### config.mk
export PLATFORM = sky130hd
export DESIGN_NAME = rally_ctrl
export DESIGN_NICKNAME = d
export VERILOG_FILES = /design/src/rtl/rally_ctrl.sv
export SDC_FILE = /design/constraint.sdc
export NUM_CORES = 1
export LEC_CHECK = 0
export BUFFER_PORTS_ARGS = -buffer_cell sky130_fd_sc_hd__buf_2
export CORE_MARGIN = 1.5
export CORE_UTILIZATION = 30
export DETAILED_ROUTE_END_ITERATION = 16
export PLACE_DENSITY = 0.54
export SYNTH_ARGS = -nofsm -noshare
export SYNTH_HDL_FRONTEND = slang
export SYNTH_SLANG_ARGS = --single-unit
### constraint.sdc
create_clock -name clk -period 2.8 [get_ports clk]
set_input_delay 0.56 -clock clk [delete_from_list [all_inputs] [get_ports clk]]
set_output_delay 0.56 -clock clk [all_outputs]
set_load 0.1 [all_outputs]
### src/rtl/rally_ctrl.sv
// Match-level sequencer: serve/rally/point/game-over flow, per-side touch
// counting with over-touch detection, scoring and winner declaration.
module rally_ctrl #(
    parameter int unsigned NET_X       = 512,
    parameter int unsigned BALL_SIZE   = 64,
    parameter int unsigned MAX_TOUCH   = 3,
    parameter int unsigned WIN_SCORE   = 15,
    parameter int unsigned PAUSE_TICKS = 200
) (
    input  logic        clk,
    input  logic        rst_n,
    input  logic        start,
    input  logic        tick,
    input  logic        pl1_col,
    input  logic        pl2_col,
    input  logic        gnd_col,
    input  logic [11:0] ball_posx,
    output logic        serve_side,
    output logic        ball_release,
    output logic        ovr_touch,
    output logic [1:0]  touch_cnt,
    output logic        last_side,
    output logic [4:0]  score_pl1,
    output logic [4:0]  score_pl2,
    output logic        point_pulse,
    output logic        game_over,
    output logic        winner
);

    localparam int unsigned PW = $clog2(PAUSE_TICKS + 1);

    typedef enum logic [2:0] {IDLE, SERVE, RALLY, POINT, GAME_OVER} state_t;

    state_t state, state_next;

    logic          pl1_q, pl2_q, gnd_q;
    logic          pl1_ev, pl2_ev, gnd_ev;
    logic [PW-1:0] pause_cnt, pause_next;
    logic [1:0]    touch_next;
    logic [4:0]    score1_next, score2_next;
    logic          last_next, serve_next, winner_next, ovr_next, point_next;
    logic          award, award_side;
    logic [12:0]   centre;

    assign pl1_ev = pl1_col & ~pl1_q;
    assign pl2_ev = pl2_col & ~pl2_q;
    assign gnd_ev = gnd_col & ~gnd_q;
    assign centre = {1'b0, ball_posx} + 13'(BALL_SIZE / 2);

    always_ff @(posedge clk or negedge rst_n) begin
        if (!rst_n) begin
            state <= IDLE;
        end else begin
            state <= state_next;
        end
    end

    always_comb begin
        state_next  = state;
        touch_next  = touch_cnt;
        last_next   = last_side;
        serve_next  = serve_side;
        score1_next = score_pl1;
        score2_next = score_pl2;
        winner_next = winner;
        pause_next  = pause_cnt;
        ovr_next    = 1'b0;
        point_next  = 1'b0;
        award       = 1'b0;
        award_side  = 1'b0;
        if (start) begin
            state_next  = SERVE;
            score1_next = '0;
            score2_next = '0;
            serve_next  = 1'b0;
            touch_next  = '0;
            last_next   = 1'b0;
            winner_next = 1'b0;
        end else begin
            case (state)
                IDLE: ;
                SERVE: begin
                    touch_next = '0;
                    if (serve_side ? pl2_ev : pl1_ev) begin
                        state_next = RALLY;
                        touch_next = 2'd1;
                        last_next  = serve_side;
                    end
                end
                RALLY: begin
                    // Simultaneous pl1/pl2 edges cancel out; pl2_ev doubles as the touching side.
                    if (pl1_ev ^ pl2_ev) begin
                        if (pl2_ev == last_side) begin
                            if (touch_cnt >= 2'(MAX_TOUCH)) begin
                                ovr_next   = 1'b1;
                                award      = 1'b1;
                                award_side = ~last_side;
                            end else begin
                                touch_next = touch_cnt + 2'd1;
                            end
                        end else begin
                            touch_next = 2'd1;
                            last_next  = pl2_ev;
                        end
                    end
                    if (!award && gnd_ev) begin
                        award      = 1'b1;
                        award_side = (centre < 13'(NET_X));
                    end
                    if (award) begin
                        if (award_side) begin
                            if (score_pl2 < 5'(WIN_SCORE)) score2_next = score_pl2 + 5'd1;
                        end else begin
                            if (score_pl1 < 5'(WIN_SCORE)) score1_next = score_pl1 + 5'd1;
                        end
                        point_next = 1'b1;
                        serve_next = award_side;
                        pause_next = '0;
                        state_next = POINT;
                    end
                end
                POINT: begin
                    if (pause_cnt == PW'(PAUSE_TICKS)) begin
                        if (score_pl1 == 5'(WIN_SCORE) || score_pl2 == 5'(WIN_SCORE)) begin
                            state_next  = GAME_OVER;
                            winner_next = (score_pl2 == 5'(WIN_SCORE));
                        end else begin
                            state_next = SERVE;
                            touch_next = '0;
                        end
                    end else if (tick) begin
                        pause_next = pause_cnt + PW'(1);
                    end
                end
                GAME_OVER: ;
                default: state_next = IDLE;
            endcase
        end
    end

    always_ff @(posedge clk or negedge rst_n) begin
        if (!rst_n) begin
            pl1_q       <= 1'b0;
            pl2_q       <= 1'b0;
            gnd_q       <= 1'b0;
            pause_cnt   <= '0;
            touch_cnt   <= '0;
            last_side   <= 1'b0;
            serve_side  <= 1'b0;
            score_pl1   <= '0;
            score_pl2   <= '0;
            winner      <= 1'b0;
            ovr_touch   <= 1'b0;
            point_pulse <= 1'b0;
        end else begin
            pl1_q       <= pl1_col;
            pl2_q       <= pl2_col;
            gnd_q       <= gnd_col;
            pause_cnt   <= pause_next;
            touch_cnt   <= touch_next;
            last_side   <= last_next;
            serve_side  <= serve_next;
            score_pl1   <= score1_next;
            score_pl2   <= score2_next;
            winner      <= winner_next;
            ovr_touch   <= ovr_next;
            point_pulse <= point_next;
        end
    end

    always_comb begin
        ball_release = (state == RALLY);
        game_over    = (state == GAME_OVER);
    end

endmodule
After elaboration in Yosys (flattened, before gate mapping)
Index checks and enable logic that the tools add are counted.

word-level totals
  bits in registers = 31
  output and inout port bits = 19
  logic and storage cells = 135

cells by class
  $add $sub $neg = 5
  order comparisons = 4
  equal/unequal tests = 20
  multiplexer cells = 60
  bitwise operators = 9
  reductions and logical operators = 24

operator list
  kind                   count
  $mux 5                 10
  $mux 1                 32
  $mux 8                 3
  $reduce_bool 2->1      9
  $pmux 8 s2             1
  $reduce_and 4->1       4
  $mux 3                 5
  $add 12x6->13 const B  1
  $lt 13x10->1 const B   1
  $mux 2                 6
  $ne 3x3->1 const B     4
  $pmux 3 s4             1
  $add 5x1->5 const B    2
  $eq 5x4->1 const B     2
  $lt 5x4->1 const B     2
  $reduce_and 5->1       2
  $add 8x1->8 const B    1
  $eq 8x8->1 const B     1
  $eq 3x2->1 const B     2
  $ne 2x2->1 const B     3
  $ne 3x2->1 const B     2
  $pmux 2 s3             1
  $not 1->1              5
  $ne 2x1->1 const B     2
  18 further kinds       20

Logic depth before layout (Yosys ltp)
  depth in word-level cells = 16
  mapped depth = 8

Worst setup path after synthesis
OpenSTA, ideal clock, no wires.

  path type = flip-flop to flip-flop
  start point = register touch_cnt[0]
  end point = register score_pl2[0]
  library setup time = 0.128 ns
  arrival = 2.568 ns
  required time = 2.672 ns
  path slack = 0.105 ns
  cell stages (with the launch flop) = 8
  buffers on the path = 1
  period minus slack after synthesis = 2.695 ns
  cells stage by stage = dfrtp_1 -> ha_1 -> nand4b_1 -> nor2_2 -> o31ai_1 -> buf_6 -> nor4_2 -> mux2_1

on the way
  longest elaborated chain between the ends = 13
  elaborated cells on any way between the ends = 20

ends and longest elaborated chain
  item                          line  RTL
  start: declaration            21    output logic [1:0] touch_cnt,
  start signal: assignment      160   touch_cnt <= touch_next;
  $ge 2x2->1 *                  94    if (touch_cnt >= 2'(MAX_TOUCH)) begin
  $mux 1                        94
  $mux 1                        93    if (pl2_ev == last_side) begin
  $mux 1                        92    if (pl1_ev ^ pl2_ev) begin
  $mux 1                        80    case (state)
  $mux 1                        71    if (start) begin
  $logic_not 1->1               106   if (!award && gnd_ev) begin
  $logic_and 1x1->1             106
  $mux 1                        106
  $mux 1                        80
  $mux 1                        71
  $reduce_bool 2->1 (no line)   n/a
  $reduce_and 4->1 (no line) *  n/a
  end signal: assignment        164   score_pl2 <= score2_next;
  end: declaration              24    output logic [4:0] score_pl2,

Every way passes the cells marked *; elsewhere a longest branch is shown, timed or not. The select of a mux whose other input is x is not followed.
A chain may end at the register's enable or synchronous reset.

Worst setup path in the final report
  start point = register touch_cnt[0]
  end point = register score_pl2[2]

The elaborated chain is that of the path after synthesis.

==> results.ini <==
[pwr]
intPower_uw = 812
p_clk_share_pct = 27.6
ir_worst_vdd_uv = 282
power.density_nw_per_um2 = 591
p_sw_uw = 496
leakagePower_nw = 1.02
power.share.sequential_pct = 41.4
combPwrFrac_pct = 31.0
netSwitchingFraction_pct = 37.9

[setup_path]
arrival_ns = 2.45
end_kind = flip-flop
critical_path.startpoint_type = flip-flop
crit_type = flip-flop to flip-flop
cp_max_fo = 11
cp.required_ns = 2.97

[clocking]
root_buffer = clkbuf_8
cts_buffers = 5
htree_levels = 2
worstSkewPairLatency_ns = 0.28
cts.sinks = 31
clock_path_buffers = 2
cts_tree = built
clk_pin_slew_worst_paths_ns = 0.07
postCtsHoldBufs = 0

[timing]
fin_crit_sh_pct = 81.5
hold_viol_final = 0
whs_ns = 0.323
setup_viol = 0
final_max_slew_viol_count = 0
worst_pin_slew_ns = 0.777
fin_tns_setup_ns = 0
fin_worst_skew_ns = 0.00632
finalCriticalPeriod_ns = 2.28
rsz0062_at_grt = false
fmax_mhz = 438
worst_slack_ns = 0.518
slew_headroom_pct = 47.9

[die]
ios = 38
die_h_um = 82.6
die_w_um = 82.6
core_um2 = 6030
die-area_um2 = 6830
start_util_pct = 31.6
num_rows = 28

[yosys]
synth_most_common_cell = dfrtp_1
ys_warn_count = 0
netlist.area_leader.share_pct = 40.8
ys_seq_elements = 31
yosysTopAreaCell = dfrtp_1
synth_edf_count = 0
syn-cell-area_um2 = 1900
synth_common_cells = dfrtp_1, nor2_1, a21oi_1
syn-num-nets = 228
ys_types = 57
synth_ff_type = dfrtp_1
synthArstFlopShare_pct = 100
synth_area_leaders = dfrtp_1, ha_1, a21oi_1
avgSynthCellArea_um2 = 9.42
ys_seq_area_share_pct = 40.8
synthCells = 202

[job]
max_cap_violations = 0

[cells_and_area]
layout-drive-gt1-share_pct = 23.9
insertedDiodeCount = 0
nets = 260
fin_area_um2 = 2210
area_growth_pct = 16.4

[global_routing]
track_usage_pct = 14.5
antenna_found_initial = 0
grt_pass1_vias = 1531
grt_first_pass_wirelength_um = 7460
grt-ovfl-total = 0
grt_max_degree = 32

[route]
vias = 1614
routedWlPerCell_um = 14.4
drtIter0Drc = 86
drt_drc_violations_left = 0
viasPerCell = 5.22
ant_nets = 0
drt_wl_total_um = 4450
drtPass1Iterations = 4

[outcome]
status = finished, final reports clean

[hold_path]
hold_path_class = input pin to async pin

[placed_design]
post-place-ws_ns = 0.0730
gp_congestion = 0.778
dp_hpwl_um = 3190
port_buffers = 32
placed_cell_area_um2 = 2120

## logic make-up after synthesis
kind of cell	share of synthesized area [%]
AND/OR/NAND/NOR	27.1
adder cells (fa/ha/maj)	4.60
flip-flops	40.8
multiplexers	3.94
XOR/XNOR	0.460
buffers and inverters	4.80
AO/OA/AOI/OAI	18.3
## per-layer routing
| metal | wire length (um) | global-route usage, % | vias to the layer above |
|---|---|---|---|
| li1 | - | - | 801 |
| met1 | 2120 | 19.0 | 780 |
| met2 | 2140 | 23.7 | 31 |
| met3 | 168 | 3.30 | 2 |
| met4 | 29 | 4.50 | 0 |
| met5 | 0 | 0 | - |
## power groups by stage
| stage | Clock [mW] | Sequential [mW] | Combinational [mW] |
|---|---|---|---|
| global placement | 0 | 0.551 | 0.406 |
| floorplan | 0 | 0.583 | 0.292 |
| finish | 0.361 | 0.542 | 0.405 |
| global route | 0.387 | 0.552 | 0.444 |
| CTS | 0.373 | 0.542 | 0.408 |
| detailed placement | 0 | 0.551 | 0.406 |
## stage by stage
stage	std cells	utilization, %	power [mW]
6_report	309	36.8	1.31
5_1_grt	309	36.8	1.38
4_1_cts	309	36.7	1.32
3_5_place_dp	302	35.2	0.957
3_3_place_gp	302	35.2	0.957
2_1_floorplan	202	-	0.876
## path summary, 6_finish.rpt
check | cells after the start | endpoint | slack (ns) | startpoint
setup / recovery | 6 | score_pl2[2]$_DFFE_PN0P_ | 0.52 | touch_cnt[0]$_DFFE_PN0P_
hold / removal | 1 | score_pl2[1]$_DFFE_PN0P_ | 0.32 | rst_n
setup reg to reg | 6 | score_pl2[2]$_DFFE_PN0P_ | 0.52 | touch_cnt[0]$_DFFE_PN0P_
hold reg to reg | 1 | touch_cnt[1]$_DFFE_PN0P_ | 0.53 | touch_cnt[1]$_DFFE_PN0P_
max in group asynchronous | 1 | touch_cnt[0]$_DFFE_PN0P_ | 2.02 | rst_n
min in group clk | 1 | gnd_q$_DFF_PN0_ | 0.39 | gnd_col
## critical path: stages, from the launching register on
cell and delay [ns]:
dfrtp_1 0.41, ha_1 0.25, nand4b_1 0.17, nor2_2 0.09, o31ai_2 0.68, and4bb_2 0.31, mux2_2 0.26
## cell type report
type                            count  area [um^2]
Fill cell                         638         3810
Multi-Input combinational cell    150         1040
Sequential cell                    31          776
Timing Repair Buffer               33          168
Tap cell                           75         93.8
Clock buffer                        6         82.6
Inverter                           13         48.8
Clock inverter                      1         5.00
## flip-flops by register name (all words and copies together), names as in the netlist
signal       cells
gnd_q            1
last_side        1
ovr_touch        1
pause_cnt        8
pl1_q            1
pl2_q            1
point_pulse      1
score_pl1        5
score_pl2        5
serve_side       1
state            3
touch_cnt        2
winner           1
## cell usage in the layout (no fill, tap or decap), types with 2 or more instances in the layout
cell type / n
inv_1: 11
nand4b_1: 2
a21o_1: 2
nand2b_1: 5
inv_2: 2
nor2b_1: 7
buf_2: 32
o31ai_1: 2
nand3b_1: 2
nor2_1: 16
nand3_1: 9
o41ai_1: 2
or2_2: 2
o31ai_2: 2
a211o_1: 2
o21ai_0: 12
or4_1: 5
mux2_1: 3
o211ai_1: 2
nor3_1: 2
clkbuf_8: 6
mux2i_1: 3
a21oi_1: 13
nand2_1: 8
or3_1: 4
a31oi_1: 3
ha_1: 7
and3_1: 9
dfrtp_1: 31
## timing repair
item                       CTS  global route
setup buffers                0             0
resized for setup            0             1
setup endpoints to repair    0             2
(Power assumes the default switching activity.)
